==> config.mk <==
export PLATFORM = sky130hd
export DESIGN_NAME = key_event_queue
export DESIGN_NICKNAME = d
export VERILOG_FILES = /design/src/rtl/keyev_pkg.sv /design/src/rtl/key_evt_fifo.sv /design/src/rtl/key_event_queue.sv
export SDC_FILE = /design/constraint.sdc
export NUM_CORES = 1
export LEC_CHECK = 0
export CORE_MARGIN = 2
export CORE_UTILIZATION = 40
export DETAILED_ROUTE_END_ITERATION = 10
export DONT_BUFFER_PORTS = 1
export GPL_ROUTABILITY_DRIVEN = 0
export GPL_TIMING_DRIVEN = 0
export PLACE_DENSITY = 0.53
export SLEW_MARGIN = 20
export SYNTH_ARGS = -nofsm -noshare
export SYNTH_HDL_FRONTEND = slang
export SYNTH_SLANG_ARGS = --single-unit
==> constraint.sdc <==
create_clock -name clk -period 3.73 [get_ports clk]
set_clock_uncertainty 0.2 [all_clocks]
set_input_delay 0.9325 -clock clk [delete_from_list [all_inputs] [get_ports clk]]
set_output_delay 0.9325 -clock clk [all_outputs]
set_load 0.005 [all_outputs]
==> src/rtl/keyev_pkg.sv <==
// Shared definitions for the key event queue: key indices, event record
// layout and the fixed-priority pick helper used by the arbiter.
package keyev_pkg;

  localparam int NUM_KEYS = 5;
  localparam int EVT_W    = 20;

  localparam logic [2:0] KEY_A     = 3'd0;
  localparam logic [2:0] KEY_S     = 3'd1;
  localparam logic [2:0] KEY_K     = 3'd2;
  localparam logic [2:0] KEY_L     = 3'd3;
  localparam logic [2:0] KEY_ENTER = 3'd4;

  // Event record as stored in the FIFO: {key, press, stamp}.
  typedef struct packed {
    logic [2:0]  key;
    logic        press;
    logic [15:0] stamp;
  } key_evt_t;

  // Index of the lowest set bit (0 when none is set; callers check |v first).
  function automatic logic [2:0] first_set(input logic [NUM_KEYS-1:0] v);
    logic [2:0] idx;
    idx = 3'd0;
    for (int i = NUM_KEYS - 1; i >= 0; i--) begin
      if (v[i]) idx = 3'(i);
      else      idx = idx;
    end
    return idx;
  endfunction

endpackage

==> src/rtl/key_evt_fifo.sv <==
// First-word-fall-through event FIFO. A push into a full FIFO is accepted
// only when a pop happens on the same edge; otherwise the caller drops it.
module key_evt_fifo #(
  parameter int DEPTH = 8,
  parameter int WIDTH = 20
) (
  input  logic                     clk,
  input  logic                     rst,
  input  logic                     wr_en,
  input  logic [WIDTH-1:0]         wr_data,
  input  logic                     rd_en,
  output logic [WIDTH-1:0]         rd_data,
  output logic [$clog2(DEPTH):0]   count
);

  localparam int AW = $clog2(DEPTH);

  logic [WIDTH-1:0] mem_r [DEPTH];
  logic [AW-1:0]    wr_ptr_r;
  logic [AW-1:0]    rd_ptr_r;
  logic [AW:0]      count_r;
  logic             full_s;
  logic             do_push_s;
  logic             do_pop_s;

  assign full_s    = (count_r == (AW + 1)'(DEPTH));
  assign do_pop_s  = rd_en & (count_r != '0);
  assign do_push_s = wr_en & (~full_s | do_pop_s);
  assign count     = count_r;

  // Storage array; cleared on reset so an empty queue shows a zero head.
  always_ff @(posedge clk or negedge rst) begin
    if (!rst) begin
      for (int i = 0; i < DEPTH; i++) mem_r[i] <= '0;
    end else if (do_push_s) begin
      mem_r[wr_ptr_r] <= wr_data;
    end
  end

  // Pointers wrap naturally at the power-of-two depth; count tracks occupancy.
  always_ff @(posedge clk or negedge rst) begin
    if (!rst) begin
      wr_ptr_r <= '0;
      rd_ptr_r <= '0;
      count_r  <= '0;
    end else begin
      if (do_push_s) wr_ptr_r <= wr_ptr_r + AW'(1);
      if (do_pop_s)  rd_ptr_r <= rd_ptr_r + AW'(1);
      case ({do_push_s, do_pop_s})
        2'b10:   count_r <= count_r + (AW + 1)'(1);
        2'b01:   count_r <= count_r - (AW + 1)'(1);
        default: count_r <= count_r;
      endcase
    end
  end

  // Head of queue, forced to zero while empty.
  always_comb begin
    rd_data = '0;
    if (count_r != '0) rd_data = mem_r[rd_ptr_r];
    else               rd_data = '0;
  end

endmodule

==> src/rtl/key_event_queue.sv <==
// Turns five key levels into timestamped press/release events and queues
// them for a consumer. Presses win over releases, lower key index first.
module key_event_queue
  import keyev_pkg::*;
#(
  parameter int CLK_HZ  = 100_000_000,
  parameter int TICK_HZ = 1000,
  parameter int DEPTH   = 8
) (
  input  logic        clk,
  input  logic        rst,
  input  logic        a,
  input  logic        s,
  input  logic        k,
  input  logic        l,
  input  logic        enter,
  output logic        evt_valid,
  input  logic        evt_ready,
  output logic [2:0]  evt_key,
  output logic        evt_press,
  output logic [15:0] evt_time,
  output logic        overflow,
  input  logic        clr_ovf,
  output logic [15:0] now_time
);

  localparam int DIV = (CLK_HZ / TICK_HZ < 1) ? 1 : CLK_HZ / TICK_HZ;
  localparam int CW  = $clog2(DEPTH) + 1;

  logic [31:0]         pre_r;
  logic [15:0]         now_r;
  logic                tick_s;
  logic [NUM_KEYS-1:0] keys_s;
  logic [NUM_KEYS-1:0] prev_r;
  logic [NUM_KEYS-1:0] press_pend_r;
  logic [NUM_KEYS-1:0] rel_pend_r;
  logic [NUM_KEYS-1:0] rise_s;
  logic [NUM_KEYS-1:0] fall_s;
  logic [NUM_KEYS-1:0] clr_press_s;
  logic [NUM_KEYS-1:0] clr_rel_s;
  logic                push_req_s;
  logic [2:0]          sel_key_s;
  logic                sel_press_s;
  logic [CW-1:0]       count_s;
  logic                full_s;
  logic                pop_s;
  logic                drop_s;
  key_evt_t            wr_evt_s;
  key_evt_t            head_s;
  logic                ovf_r;

  assign tick_s   = (pre_r == 32'(DIV - 1));
  assign now_time = now_r;

  // Prescaler and 16-bit tick counter; the counter wraps on its own.
  always_ff @(posedge clk or negedge rst) begin
    if (!rst) begin
      pre_r <= 32'd0;
      now_r <= 16'd0;
    end else if (tick_s) begin
      pre_r <= 32'd0;
      now_r <= now_r + 16'd1;
    end else begin
      pre_r <= pre_r + 32'd1;
    end
  end

  assign keys_s = {enter, l, k, s, a};
  assign rise_s = keys_s & ~prev_r;
  assign fall_s = ~keys_s & prev_r;

  // Pick one pending event: any press before any release, lowest key first.
  always_comb begin
    push_req_s  = 1'b0;
    sel_key_s   = 3'd0;
    sel_press_s = 1'b0;
    clr_press_s = '0;
    clr_rel_s   = '0;
    if (|press_pend_r) begin
      push_req_s  = 1'b1;
      sel_key_s   = first_set(press_pend_r);
      sel_press_s = 1'b1;
      clr_press_s = 5'b00001 << first_set(press_pend_r);
    end else if (|rel_pend_r) begin
      push_req_s  = 1'b1;
      sel_key_s   = first_set(rel_pend_r);
      sel_press_s = 1'b0;
      clr_rel_s   = 5'b00001 << first_set(rel_pend_r);
    end else begin
      push_req_s  = 1'b0;
    end
  end

  // Edge detector; a fresh edge re-sets a bit cleared by this cycle's push.
  always_ff @(posedge clk or negedge rst) begin
    if (!rst) begin
      prev_r       <= '0;
      press_pend_r <= '0;
      rel_pend_r   <= '0;
    end else begin
      prev_r       <= keys_s;
      press_pend_r <= (press_pend_r & ~clr_press_s) | rise_s;
      rel_pend_r   <= (rel_pend_r & ~clr_rel_s) | fall_s;
    end
  end

  assign full_s   = (count_s == CW'(DEPTH));
  assign pop_s    = evt_valid & evt_ready;
  assign drop_s   = push_req_s & full_s & ~pop_s;
  assign wr_evt_s = '{key: sel_key_s, press: sel_press_s, stamp: now_r};

  key_evt_fifo #(
    .DEPTH (DEPTH),
    .WIDTH (EVT_W)
  ) u_fifo (
    .clk     (clk),
    .rst     (rst),
    .wr_en   (push_req_s),
    .wr_data (wr_evt_s),
    .rd_en   (evt_ready),
    .rd_data (head_s),
    .count   (count_s)
  );

  assign evt_valid = (count_s != '0);
  assign evt_key   = head_s.key;
  assign evt_press = head_s.press;
  assign evt_time  = head_s.stamp;
  assign overflow  = ovf_r;

  // Sticky drop flag; a drop on the clearing edge keeps it set.
  always_ff @(posedge clk or negedge rst) begin
    if (!rst)         ovf_r <= 1'b0;
    else if (drop_s)  ovf_r <= 1'b1;
    else if (clr_ovf) ovf_r <= 1'b0;
    else              ovf_r <= ovf_r;
  end

endmodule

Word-level counts from Yosys, hierarchy flattened
Cells that the tools add are included.
{"block": "op_classes", "add_sub_neg": 6, "n_reduce_logical": 6, "n_bitwise": 19, "n_mux": 32, "eq_ne": 4, "shift": 2, "order_cmp": 3}
{"op": "bitwise mux 160 bit", "n": 1}
{"op": "2-to-1 mux 20 bit", "n": 4}
{"op": "binary-select mux 20 bit (select 3 bit)", "n": 1}
{"op": "demux 20 bit (select 3 bit)", "n": 1}
{"op": "2-to-1 mux 3 bit", "n": 15}
{"op": "adder 32 x 1 -> 32 bit (second input constant)", "n": 1}
{"op": "== test 32 x 17 -> 1 bit (second input constant)", "n": 1}
{"op": "2-to-1 mux 32 bit", "n": 1}
{"op": "AND 5 bit", "n": 4}
{"op": "NOT 5 bit", "n": 4}
{"op": "adder 16 x 1 -> 16 bit (second input constant)", "n": 1}
{"op": "2-to-1 mux 5 bit", "n": 3}
{"op": "bitwise OR 5 bit", "n": 2}
{"op": "OR reduction 5 bit", "n": 2}
{"op": "<< shifter 1 x 3 -> 5 bit (first input constant)", "n": 2}
{"op": "greater-or-equal comparator 4 bit (second input constant)", "n": 2}
{"op": "NOT 3 -> 4 bit", "n": 2}
{"op": "one-hot mux 4 bit (2 select lines)", "n": 1}
{"op": "adder 3 x 1 -> 3 bit (second input constant)", "n": 2}
{"op": "2-to-1 mux 1 bit", "n": 5}
{"op": "adder 4 x 1 -> 4 bit (second input constant)", "n": 1}
{"op": "AND 1 bit", "n": 4}
{"op": "== test 4 bit (second input constant)", "n": 1}
{"op": "less-than comparator 4 x 1 -> 1 bit (second input constant)", "n": 1}
{"op": "other kinds (8)", "n": 10}
{"block": "totals", "register_bits": 234, "out_inout_bits": 38, "in_bits": 9}

Depth between registers and ports, before layout
{"block": "logic_depth", "word_depth": 13, "ltp_mapped": 11, "depth_no_buf": 10}

Modules after synthesis
A second synthesis with hierarchy kept.
{"block": "hier_totals", "cells_unflattened": 771, "hier_area_um2": 10849.2}
{"module": "key_evt_fifo", "n_inst": 1, "seq_area_each_um2": 4254.1, "area_each_um2": 7846.3, "cells_each": 489}
{"module": "key_event_queue", "n_inst": 1, "seq_area_each_um2": 1601.5, "area_each_um2": 3002.9, "cells_each": 282}

Worst setup path before layout
Ideal clock, no wire load.
{"block": "synth_timing", "kind": "reg-to-reg", "from": "register press_pend_r[2]", "to": "register u_fifo.count_r[2] (netlist: u_fifo.count[2])", "period_less_slack_ps": 2758, "stages_incl_launch_ff": 12, "arrival_ps": 2432, "n_path_buf": 1, "setup_slack_ps": 972, "path_cell_list": "dfrtp_1 > or4_1 > buf_2 > nand4bb_1 > nand2_1 > ha_1 > xor2_1 > ha_1 > a21oi_1 > xor2_1 > nor2_1 > xor2_1"}
{"block": "synth_via", "elab_chain_len": 5, "word_cells_on_any_way": 7, "classes_between": "eq/ne (2); mux (2); bitwise (1); reduce/logical (2)"}
{"element": "start, declared", "line_no": "key_event_queue.sv:35", "text": "logic [NUM_KEYS-1:0] press_pend_r;"}
{"element": "start signal, assigned", "line_no": "key_event_queue.sv:102", "text": "press_pend_r <= (press_pend_r & ~clr_press_s) | rise_s;"}
{"element": "OR reduction 5 bit *", "line_no": "key_event_queue.sv:79", "text": "if (|press_pend_r) begin"}
{"element": "2-to-1 mux 1 bit *", "line_no": "key_event_queue.sv:79"}
{"element": "AND 1 bit *", "line_no": "key_evt_fifo.sv:28", "text": "assign do_push_s = wr_en & (~full_s | do_pop_s);"}
{"element": "== test 2 x 1 -> 1 bit or == test 2 bit (tied branches)", "line_no": "key_evt_fifo.sv:49", "text": "case ({do_push_s, do_pop_s})"}
{"element": "one-hot mux 4 bit (2 select lines) or nonzero test 2 bit (tied branches)"}
{"element": "end signal, assigned", "line_no": "key_evt_fifo.sv:50", "text": "2'b10: count_r <= count_r + (AW + 1)'(1);"}
{"element": "end signal, assigned", "line_no": "key_evt_fifo.sv:51", "text": "2'b01: count_r <= count_r - (AW + 1)'(1);"}
{"element": "end signal, assigned", "line_no": "key_evt_fifo.sv:52", "text": "default: count_r <= count_r;"}
{"element": "end, declared", "line_no": "key_evt_fifo.sv:21", "text": "logic [AW:0] count_r;"}
Every way passes the cells marked *; elsewhere a longest branch is shown, timed or not.
A chain may end at the register's enable or synchronous reset.

Final worst setup path
{"block": "layout_timing", "from": "register u_fifo.rd_ptr_r[1]", "to": "output evt_time[11]"}
{"block": "layout_via", "elab_chain_len": 5}
{"element": "start, declared", "line_no": "key_evt_fifo.sv:20", "text": "logic [AW-1:0] rd_ptr_r;"}
{"element": "start signal, assigned", "line_no": "key_evt_fifo.sv:48", "text": "if (do_pop_s) rd_ptr_r <= rd_ptr_r + AW'(1);"}
{"element": "NOT 3 -> 4 bit (not written as such)", "line_no": "key_evt_fifo.sv:60", "text": "if (count_r != '0) rd_data = mem_r[rd_ptr_r];"}
{"element": "binary-select mux 20 bit (select 3 bit)", "line_no": "key_evt_fifo.sv:60"}
{"element": "2-to-1 mux 20 bit (not written as such) (2 in a row)", "line_no": "key_evt_fifo.sv:60"}
{"element": "2-to-1 mux 20 bit", "line_no": "key_evt_fifo.sv:60"}
{"element": "end, declared", "line_no": "key_event_queue.sv:21", "text": "output logic [15:0] evt_time,"}
Every way passes these cells. The select of a mux whose other input is x is not followed.

==> metrics.md <==
| Metric | Value |
|---|---|
| Final Slew Violations | 0 |
| Register area share after synthesis | 54.39% |
| Worst-Skew Late Latency | 0.52 ns |
| Largest area contributor in the netlist | dfrtp_1 |
| Final period util | 95.45% |
| Most frequent cells in the layout | dfrtp_1, mux2_2, nor2_1, mux4_2, nand2_1 |
| Vias post-DR | 6362 |
| Worst Path Arrival | 2.43 ns |
| Worst r2r src | press_pend_r[2] |
| First-pass GRT wire length | 38950 um |
| Hold Violations, Final | 234 |
| Cells on worst reg2reg path | 11 |
| Comb power frac | 25.6% |
| Total grt overflow | 0 |
| Crit-path cells | clkbuf_1, clkbuf_1, mux4_2, mux2i_1, nor2_1 |
| Max_cap viols | 0 |
| Die Y | 168.1 um |
| Netlist cell types | 47 |
| CP Launch Type | flip-flop |
| Clock period minus worst slack | 3.560 ns |
| Switching portion of total power | 29.84% |
| Commonest non-fill, non-tap cell in the layout | dfrtp_1 |
| Peak VDD IR | 0.3336 mV |
| RSZ-0062 raised after global routing | no |
| Final hold slack | -0.08753 ns |
| Root buf cell | clkbuf_16 |
| Routed wire length per instance | 20.54 um |
| H-tree levels | 1 |
| Top cells by area, synth | dfrtp_1, mux2_2, mux4_2 |
| Synth Register Bits | 234 |
| Finished Layout Cells | 1178 |
| HPWL after DPL | 15970 um |
| Outcome | complete, but fails checks |
| Pwr per Cell Area | 612.7 mW/mm2 |
| Synth Cell Area | 0.01077 mm2 |
| Die width | 168.1 um |
| Worst Path Required | 2.60 ns |
| Part of the power in the clock network | 35.3% |
| Worst slew pin tran | 0.9953 ns |
| Largest net degree at the start of global routing | 235 |
| Initial antenna violation count | 0 |
| Post-synth top flop | dfrtp_1 |
| Syn_area_per_cell | 13.66 um2 |
| End of the worst register-to-register path | u_fifo.count[2] |
| Post-Route WL | 24190 um |
| Port bufs | 0 |
| Max_slew headroom | 33.65% |
| Die ar. | 0.02824 mm2 |
| Core Box Area | 0.02665 mm2 |
| Syn-to-layout area delta | 12.32% |
| Gate Count Post-Synth | 788 |
| CTS tree | done |
| GR Util All Layers | 17.63% |
| Site Rows | 60 |
| YS warnings | 0 |
| HP Class | in -> async |
| Synthesized net count | 804 |
| Seq pwr share | 39.2% |
| Number of flops mapped to enable cells by yosys | 0 |
| Longest Clk Path Bufs | 3 |
| Clock slew at reported path FFs | 0.06 ns |
| Drt pass-1 iters | 4 |
| P_sw | 0.002211 W |
| Final ANT Viol Nets | 0 |
| Setup_tns | 0 ns |
| Avg Vias per Cell | 5.401 |
| Crit Path Max Fanout | 10 |
| DR DRC count | 0 |
| Antenna diode count | 0 |
| Tot Pwr | 0.007409 W |
| Post-CTS setup buffers | 0 |
| CP max stage cell | clkbuf_1 |
| Final setup fails | 0 |
| TritonCTS buffer count | 27 |
| Worst Slack Setup Final | 0.1697 ns |
| Pre-CTS setup slack | 0.4439 ns |
| Io pins | 47 |
| FF-to-FF setup slack | 0.68 ns |
| Setup CP Type | reg -> out |
| Failing checks | negative hold slack |
| DR iter-0 viols | 393 |
| Initial core utilization | 40.39% |
| P_int | 0.005198 W |
| Cell Count Post-Placement | 1129 |
| Share of cells above drive strength 1 | 32.02% |
| CP endpoint kind | output port |
| Yosys top cell area share | 54.39% |
| Async SR Flop Fraction | 100.0% |
| LEAKAGE | 5.706 nW |
| Nets | 833 |
| Vias in the first global route | 6794 |
| CTS Sinks | 234 |
| Largest stage delay, worst path | 0.63 ns |
| Fmax | 280.9 MHz |
| Critical path's most frequent cell | clkbuf_1 |
-- metal layers --
layer	share of wire (%)	track usage (%)
met1	44	23.19
met5	0	0
met3	4.0	3.409
met4	2.4	4.648
met2	50	30.13
-- worst max-delay path: cells and delay by family, from the launching register on --
| family | cells | cell delay [ns] |
|---|---|---|
| buf+inv | 2 | 0.83 |
| flops | 1 | 0.35 |
| mux | 2 | 0.61 |
| simple gates | 1 | 0.10 |
-- metrics by stage --
stage / hold WS, ns / instance area (um2) / utilization (%)
global placement: 0.2206 / 11190 / 42.00
CTS: -0.1130 / 12080 / 45.34
detailed placement: 0.2276 / 11190 / 42.00
finish: -0.08753 / 12090 / 45.37
global route: -0.1161 / 12090 / 45.37
floorplan: 0.2024 / 10770 / -
-- Yosys cell counts (4+ instances only) --
| cell | number |
|---|---|
| nor4_1 | 5 |
| ha_1 | 7 |
| nor2_1 | 46 |
| buf_1 | 7 |
| xnor2_1 | 31 |
| buf_2 | 17 |
| inv_1 | 15 |
| clkbuf_1 | 24 |
| a21oi_1 | 10 |
| nor2b_1 | 5 |
| nand2_1 | 36 |
| buf_4 | 5 |
| xor2_1 | 21 |
| nor3_1 | 12 |
| and3_1 | 7 |
| nand3_1 | 16 |
| dfrtp_1 | 234 |
| mux2i_1 | 20 |
| o21ai_0 | 14 |
| or4_1 | 5 |
| mux2_2 | 136 |
| mux2_4 | 16 |
| a22o_1 | 4 |
| nand4_1 | 14 |
| and4_1 | 8 |
| mux4_2 | 40 |
-- registers in the layout (all words and copies together), names as in the netlist --
| signal | flops |
|---|---|
| u_fifo.mem_r | 160 |
| pre_r | 32 |
| now_time | 16 |
| press_pend_r | 5 |
| prev_r | 5 |
| rel_pend_r | 5 |
| u_fifo.count | 4 |
| u_fifo.rd_ptr_r | 3 |
| u_fifo.wr_ptr_r | 3 |
| overflow | 1 |
-- worst max path at each step --
| stage | from | to | slack [ns] | depth (start not counted) |
|---|---|---|---|---|
| 6_report | u_fifo.rd_ptr_r[1] | evt_time[11] | 0.17 | 5 |
| 3_3_place_gp | u_fifo.count[1] | evt_time[8] | 0.41 | 4 |
| 4_1_cts | u_fifo.rd_ptr_r[1] | evt_time[0] | 0.07 | 5 |
| 3_5_place_dp | u_fifo.count[1] | evt_time[8] | 0.44 | 4 |
| 5_1_grt | u_fifo.rd_ptr_r[1] | evt_time[11] | 0.01 | 5 |
| 2_1_floorplan | press_pend_r[2] | u_fifo.count[2] | 0.97 | 11 |
-- final cells by class --
cell class,instances,area (um2)
Fill cell,2400,14560
Sequential cell,234,5856
Clock inverter,9,101.3
Buffer,56,274.0
Clock buffer,40,784.5
Multi-Input combinational cell,483,4593
Tap cell,341,426.7
Inverter,15,56.30
-- cells by family (layout without fill, tap and decap cells) --
logic type	count (synthesis)	count (layout)	synth area share, %
simple gates	176	176	8.787
compound gates	35	35	1.988
buf+inv	71	120	2.999
xor+xnor	52	52	4.231
mux	213	213	26.79
fa+ha+maj	7	7	0.8135
flops	234	234	54.39
-- timing repair --
item | in CTS | in global routing
gates resized for setup | 1 | 5
hold endpoints to repair | 234 | 234
setup endpoints to repair | 18 | 4
-- power groups by stage --
stage / logic [W] / clock network (W) / registers, W
after floorplan: 0.00142 / 0 / 0.00290
after global placement: 0.00188 / 0 / 0.00292
after detailed placement: 0.00192 / 0 / 0.00294
after CTS: 0.00193 / 0.00270 / 0.00290
after global routing: 0.00205 / 0.00280 / 0.00293
final: 0.00189 / 0.00261 / 0.00290
Power figures use the tool's default switching activity.
